`config.mk`:
```
export PLATFORM = sky130hd
export DESIGN_NAME = af_diff_tap_line_flat
export DESIGN_NICKNAME = d
export VERILOG_FILES = /design/src/rtl/af_diff_tap_line_if.sv /design/src/rtl/af_diff_tap_line.sv /design/src/flat_wrapper.sv
export SDC_FILE = /design/constraint.sdc
export NUM_CORES = 1
export LEC_CHECK = 0
export BUFFER_PORTS_ARGS = -buffer_cell sky130_fd_sc_hd__buf_2
export CORE_MARGIN = 5
export CORE_UTILIZATION = 40
export DETAILED_ROUTE_END_ITERATION = 7
export HOLD_SLACK_MARGIN = 0.05
export PLACE_DENSITY_LB_ADDON = 0.05
export SETUP_SLACK_MARGIN = 0.15
export SYNTH_ARGS = -nofsm -noshare
export SYNTH_HDL_FRONTEND = slang
export SYNTH_SLANG_ARGS = --single-unit
export TNS_END_PERCENT = 20
```
`constraint.sdc`:
```
create_clock -name clk -period 2.57 [get_ports clk]
set_input_delay 0.257 -clock clk [delete_from_list [all_inputs] [get_ports clk]]
set_output_delay 0.257 -clock clk [all_outputs]
set_load 0.01 [all_outputs]
```
`src/rtl/af_diff_tap_line_if.sv`:
```
// rtl/af_diff_tap_line_if.sv - sample input stream and folded-difference output stream
interface af_diff_tap_line_if #(
    parameter int DATA_WIDTH = 14,
    parameter int TAPS       = 10
);
    localparam int DIFF_WIDTH = (TAPS / 2) * (DATA_WIDTH + 1);

    logic                  s_valid;
    logic                  s_ready;
    logic [DATA_WIDTH-1:0] s_data;
    logic                  m_valid;
    logic                  m_ready;
    logic [DIFF_WIDTH-1:0] m_diff;

    modport master (
        output s_valid, s_data, m_ready,
        input  s_ready, m_valid, m_diff
    );

    modport slave (
        input  s_valid, s_data, m_ready,
        output s_ready, m_valid, m_diff
    );
endinterface

```
`src/rtl/af_diff_tap_line.sv`:
```
// rtl/af_diff_tap_line.sv - tap history and pre-subtractor for the antisymmetric differentiator FIR
module af_diff_tap_line #(
    parameter int DATA_WIDTH = 14,
    parameter int TAPS       = 10
) (
    input  logic                 clk,
    input  logic                 rst_n,
    input  logic                 flush,
    af_diff_tap_line_if.slave    bus,
    output logic [3:0]           fill_cnt
);
    localparam int         FOLD = TAPS / 2;
    localparam int         DW1  = DATA_WIDTH + 1;
    localparam logic [3:0] FULL = 4'(TAPS);

    typedef enum logic {FILL, RUN} state_t;

    state_t                       state;
    state_t                       state_next;
    logic signed [DATA_WIDTH-1:0] taps    [TAPS];
    logic signed [DATA_WIDTH-1:0] shifted [TAPS];
    logic [FOLD*DW1-1:0]          diff_next;
    logic [FOLD*DW1-1:0]          m_diff_r;
    logic                         m_valid_r;
    logic                         accept;
    logic                         produce;

    assign bus.s_ready = ~flush & (~m_valid_r | bus.m_ready);
    assign accept      = bus.s_valid & bus.s_ready;
    assign bus.m_valid = m_valid_r;
    assign bus.m_diff  = m_diff_r;

    always_ff @(posedge clk or negedge rst_n) begin
        if (!rst_n) state <= FILL;
        else        state <= state_next;
    end

    always_comb begin
        state_next = state;
        if (flush)
            state_next = FILL;
        else if (state == FILL && accept && fill_cnt == FULL - 4'd1)
            state_next = RUN;
    end

    // The accept that completes the history already yields the first word.
    always_comb begin
        produce = 1'b0;
        if (accept && (state == RUN || fill_cnt == FULL - 4'd1))
            produce = 1'b1;
    end

    always_comb begin
        shifted[0] = bus.s_data;
        for (int i = 1; i < TAPS; i++)
            shifted[i] = taps[i-1];
    end

    always_comb begin
        diff_next = '0;
        for (int k = 0; k < FOLD; k++)
            diff_next[k*DW1 +: DW1] = {shifted[k][DATA_WIDTH-1], shifted[k]}
                                    - {shifted[TAPS-1-k][DATA_WIDTH-1], shifted[TAPS-1-k]};
    end

    always_ff @(posedge clk or negedge rst_n) begin
        if (!rst_n) begin
            for (int i = 0; i < TAPS; i++) taps[i] <= '0;
            fill_cnt  <= '0;
            m_valid_r <= 1'b0;
            m_diff_r  <= '0;
        end else if (flush) begin
            for (int i = 0; i < TAPS; i++) taps[i] <= '0;
            fill_cnt  <= '0;
            m_valid_r <= 1'b0;
        end else begin
            if (accept) begin
                for (int i = 0; i < TAPS; i++) taps[i] <= shifted[i];
                if (fill_cnt != FULL) fill_cnt <= fill_cnt + 4'd1;
            end
            if (produce) begin
                m_diff_r  <= diff_next;
                m_valid_r <= 1'b1;
            end else if (bus.m_ready) begin
                m_valid_r <= 1'b0;
            end
        end
    end
endmodule

```
`src/flat_wrapper.sv`:
```
// flat-port wrapper written by rule: the top's interface ports become plain ports
module af_diff_tap_line_flat 
#(
    parameter int DATA_WIDTH = 14,
    parameter int TAPS       = 10
)
  (clk, rst_n, flush, fill_cnt, bus_s_valid, bus_s_data, bus_m_ready, bus_s_ready, bus_m_valid, bus_m_diff);
  af_diff_tap_line_if #(.DATA_WIDTH(DATA_WIDTH), .TAPS(TAPS)) bus_i ();
  input  logic clk;
  input  logic rst_n;
  input  logic flush;
  output logic [3:0] fill_cnt;
  input wire logic [$bits(bus_i.s_valid)-1:0] bus_s_valid;
  input wire logic [$bits(bus_i.s_data)-1:0] bus_s_data;
  input wire logic [$bits(bus_i.m_ready)-1:0] bus_m_ready;
  output wire logic [$bits(bus_i.s_ready)-1:0] bus_s_ready;
  output wire logic [$bits(bus_i.m_valid)-1:0] bus_m_valid;
  output wire logic [$bits(bus_i.m_diff)-1:0] bus_m_diff;
  assign bus_i.s_valid = bus_s_valid;
  assign bus_i.s_data = bus_s_data;
  assign bus_i.m_ready = bus_m_ready;
  assign bus_s_ready = bus_i.s_ready;
  assign bus_m_valid = bus_i.m_valid;
  assign bus_m_diff = bus_i.m_diff;
  af_diff_tap_line #(.DATA_WIDTH(DATA_WIDTH), .TAPS(TAPS)) u_core (.clk(clk), .rst_n(rst_n), .flush(flush), .bus(bus_i), .fill_cnt(fill_cnt));
endmodule
```
# After elaboration in Yosys (flattened, before gate mapping)
# Index checks and enable logic that the tools add are counted.
[totals]
mem_bits_ro = 0
in_bits = 19
elab_cells = 48
mem_bits_rw = 0
n_memories = 0
reg_bits = 207
output_inout_bits = 81
latchBits = 0
[classes]
n_mux = 11
n_reduce_logical = 10
addsub = 6
n_mul = 0
shift = 0
n_eq_ne = 2
bitwise = 6
order_cmp = 0
div_mod_pow = 0
[ops]
columns = ["cell", "n"]
rows = [
  ["$mux W140", 2],
  ["$sub A14 B14 Y15", 5],
  ["$mux W4", 3],
  ["$mux W1", 6],
  ["$reduce_bool A2 Y1", 3],
  ["$add A4 B1 Y4 const B", 1],
  ["$eq A4 B4 Y1 const B", 1],
  ["$ne A4 B4 Y1 const B", 1],
  ["$reduce_and A2 Y1", 2],
  ["$logic_and A1 B1 Y1", 3],
  ["$not A1 Y1", 3],
  ["$reduce_bool A3 Y1", 1],
  ["$and A1 B1 Y1", 2],
  ["$logic_or A1 B1 Y1", 1],
  ["$or A1 B1 Y1", 1],
]

# Longest topological paths before layout
[logic_depth]
depth_word = 8
depth_mapped = 9
mapped_depth_nobuf = 9

# Worst setup path after synthesis
# Ideal clock, no wire load.
[synth_timing]
kind = "reg-to-reg"
from = "register u_core.taps, in the netlist u_core.shifted[14]"
to = "register u_core.m_diff_r[29], in the netlist u_core.bus.m_diff[29]"
setup_slack_ns = 0.311
n_path_buf = 0
synth_period_minus_slack_ns = 2.259
setup_ns = 0.126
arrival_time_ns = 2.133
stages_incl_launch_ff = 9
path_cell_list = "dfrtp_1 > ha_1 > fa_1 > nor2b_4 > o31a_1 > o2111ai_2 > a211oi_1 > o21ai_1 > a221o_1"
[synth_between]
elab_chain_cells = 1
[synth_rtl]
columns = ["item", "line_no", "text"]
rows = [
  ["from (decl)", "af_diff_tap_line.sv:20", "logic signed [DATA_WIDTH-1:0] taps [TAPS];"],
  ["$sub A14 B14 Y15", "af_diff_tap_line.sv:63", "- {shifted[TAPS-1-k][DATA_WIDTH-1], shifted[TAPS-1-k]};"],
  ["to (signal assigned)", "af_diff_tap_line.sv:82", "m_diff_r <= diff_next;"],
  ["to (decl)", "af_diff_tap_line.sv:23", "logic [FOLD*DW1-1:0] m_diff_r;"],
]
# No other way between the ends.
# A chain may end at the register's enable or synchronous reset.

# Final worst setup path
# Same ends and word-level chain as after synthesis.

==> run_results.csv <==
group,metric,value,unit
drt,totalWireLength,31400,um
clock_network,cts.clk_slew.worst_paths,0.06,ns
floorplan,start_util,40.3,%
sta,tns,0,ns
drt,drc_errors,0,
drt,viasPerCell,5.26,
global_route,gr-usage-all-layers,20.1,%
floorplan,die_y,177,um
pwr,combinationalPowerShare,11.8,%
sta,setup_violations,0,
logic_synthesis,synth_top_area_share,46.5,%
pwr,leakage,6.30,nW
logic_synthesis,ys_seq_area_share,46.5,%
global_route,grt_pass1_vias,8938,
sta,slew_viol_final,0,
global_route,gr-total-overflow,0,
drt,drtIter0Drc,751,
global_route,antenna_found_initial,0,
finish,nets,1433,
sta,fmax,420,MHz
sta,tightest_slew,1.07,ns
sta,period_share,92.7,%
critical_path,worstPathRequired,2.97,ns
clock_network,clockRootBuffer,"clkbuf_16",
floorplan,die_x,177,um
logic_synthesis,ys_async_sr_fraction,100,%
floorplan,rows,61,
pwr,swShare,24.8,%
logic_synthesis,synth_warnings,0,
pwr,ir_worst_vdd,0.000393,V
clock_network,ctsHtreeMaxLevel,1,
drt,vias,9092,
floorplan,ios,100,
finish,fin_util,47.7,%
run_status,status,"completed",
pwr,p_clk_share,47.0,%
logic_synthesis,yosysTopAreaCell,"dfrtp_1",
critical_path,worstSetupPathType,"register to register",
drt,firstDrtPassIters,5,
place,gp_congestion,0.840,
finish,diodes,0,
critical_path,crit_path_end_kind,"register",
run,cap_violations,0,
logic_synthesis,synth_edf_count,0,
sta,fin_worst_hold_slack,0.107,ns
finish,area_growth,18.3,%
clock_network,post_cts_buffers,0,
pwr,p_per_area,621,nW/um^2
sta,hold_viol,0,
floorplan,dieArea,31300,um^2
logic_synthesis,synth-seq-cells,207,
critical_path,cp.arrival,2.78,ns
pwr,p_int,6.15,mW
sta,fin_skew,0.0193,ns
logic_synthesis,synth_area_leaders,"dfrtp_1, nand2_1, ha_1, o31ai_1, o21ai_0",
hold_path,min_path_type,"input port to register",
global_route,grt_pass1_wl,50700,um
place,dp_hpwl,22300,um
pwr,p_switching,2.03,mW
logic_synthesis,synthCells,1233,
global_route,grt_max_degree,156,
critical_path,start_kind,"register",
clock_network,clockBufferDepth,3,
pwr,seq_power_share,41.2,%
logic_synthesis,ys_types,61,
finish,instances_no_fill,1730,
drt,postRouteAntennaNets,0,
clock_network,cts_tree,"built",
logic_synthesis,synth_fp_nets,1330,
clock_network,cts_made_buffers,25,
finish,layout-drive-gt1-share,13.1,%
finish,fin_area,13200,um^2
logic_synthesis,synth_ff_type,"dfrtp_1",
sta,slew-limit-headroom,28.4,%
logic_synthesis,avgSynthCellArea,9.04,um^2
clock_network,insertion_delay,0.52,ns
clock_network,clock-sinks,207,
sta,min_period,2.38,ns
floorplan,design.core.area,27600,um^2
sta,rsz0062_at_grt,"yes",
logic_synthesis,netlist_area,11100,um^2
place,dp_cells,1672,
place,place_area,12100,um^2
critical_path,crit_fanout,3,
drt,wl_per_cell,18.2,um
place,port_buffers,99,
[power by group through the flow]
stage	Clock (mW)	Combinational, mW	Sequential, mW
floorplan	0	0.617	3.42
global placement	0	0.941	3.43
detailed placement	0	0.943	3.43
CTS	3.96	0.969	3.37
global route	4.09	1.08	3.38
finish	3.85	0.964	3.37
[layout make-up]
class	instances	area, um^2
fillers	2726	14400
multi-input cells	880	5410
flip-flops and latches	207	5180
repair buffers	136	895
clock buffers	36	737
well taps	378	473
inverters	86	325
clock inverters	7	163
[metrics by stage]
| stage | power (mW) | setup WS [ns] |
|---|---|---|
| detailed placement | 4.37 | 0.00792 |
| global route | 8.54 | 0.101 |
| floorplan | 4.04 | 0.311 |
| finish | 8.18 | 0.187 |
| CTS | 8.30 | 0.156 |
| global placement | 4.37 | 0.153 |
[state kept, by name (all words and copies together), names as in the netlist]
| register | count |
|---|---|
| u_core.bus.m_valid | 1 |
| u_core.fill_cnt | 4 |
| u_core.shifted | 126 |
| u_core.bus.m_diff | 75 |
| u_core.state | 1 |
[cell usage in the layout (no fill, tap or decap), types with 4 or more instances in the layout]
cell / synthesis / routed
a211oi_1: 10 / 9
a21o_1: 12 / 12
a21oi_1: 45 / 45
and3_1: 7 / 6
buf_12: 0 / 6
buf_2: 17 / 98
buf_4: 0 / 16
bufinv_16: 0 / 5
clkbuf_1: 43 / 4
clkbuf_16: 0 / 25
clkbuf_8: 0 / 8
dfrtp_1: 207 / 207
dlygate4sd3_1: 0 / 15
fa_1: 5 / 4
ha_1: 73 / 73
inv_1: 85 / 85
nand2_1: 271 / 271
nand2b_1: 17 / 17
nand3_1: 61 / 61
nand4_1: 5 / 5
nor2_1: 43 / 43
nor2b_1: 9 / 9
nor3_1: 14 / 14
nor3b_1: 4 / 4
o21a_1: 19 / 19
o21ai_0: 72 / 72
o21ai_1: 23 / 23
o31a_1: 6 / 6
o31ai_1: 89 / 89
or3_1: 6 / 6
xnor2_1: 21 / 21
xor2_1: 17 / 17
[critical path: stages (launching register included)]
cell and delay [ns]:
dfrtp_1 0.40, ha_1 0.25, fa_2 0.39, nor2b_4 0.13, o31a_1 0.20, o2111ai_2 0.16
a211oi_2 0.26, o21ai_1 0.14, a221o_1 0.32
[per-layer routing]
metal / track usage, % / wire [um]
met1: 32.4 / 16400
met2: 28.8 / 12900
met3: 2.84 / 1660
met4: 3.71 / 491
met5: 0 / 0
[cells in the mapped netlist, types with 4 or more instances]
cell	n
nor2b_1	9
a21o_1	12
xor2_1	17
or3_1	6
o21ai_1	23
ha_1	73
xnor2_1	21
o31ai_1	89
inv_1	85
a21oi_1	45
fa_1	5
clkbuf_1	43
nor2_1	43
and3_1	7
nand4_1	5
nand3_1	61
o31a_1	6
a211oi_1	10
o21ai_0	72
nand2b_1	17
nand2_1	271
o21a_1	19
nor3b_1	4
dfrtp_1	207
nor3_1	14
buf_2	17
[cell families (layout without fill, tap and decap cells)]
family,after synthesis,count (layout),share of synthesized area (%)
multiplexers,3,3,0.292
adder cells (fa/ha/maj),78,78,9.10
buffers and inverters,146,265,5.13
AND/OR/NAND/NOR,450,450,17.7
XOR/XNOR,38,38,2.99
AO/OA/AOI/OAI,311,311,18.3
flip-flops,207,207,46.5
[timing repair]
action                                  in CTS  in global routing
pin swaps                                    0                  1
endpoints found under the setup margin       2                  7
hold endpoints to repair                    78                  0
gates resized for setup                      2                  1
hold buffers                                15                  0
[final timing paths]
check	cells after the start	startpoint	endpoint	slack (ns)
hold reg to reg	2	u_core.bus.m_diff[33]$_DFFE_PN0P_	u_core.bus.m_diff[33]$_DFFE_PN0P_	0.46
setup / recovery	8	u_core.shifted[14]$_DFFE_PN0P_	u_core.bus.m_diff[29]$_DFFE_PN0P_	0.19
hold / removal	3	bus_m_ready	u_core.bus.m_valid$_DFFE_PN0P_	0.11
setup reg to reg	8	u_core.shifted[14]$_DFFE_PN0P_	u_core.bus.m_diff[29]$_DFFE_PN0P_	0.19
max in group asynchronous	3	rst_n	u_core.shifted[109]$_DFFE_PN0P_	1.44
min in group asynchronous	2	rst_n	u_core.bus.m_diff[51]$_DFFE_PN0P_	0.33
(Power assumes the default switching activity.)
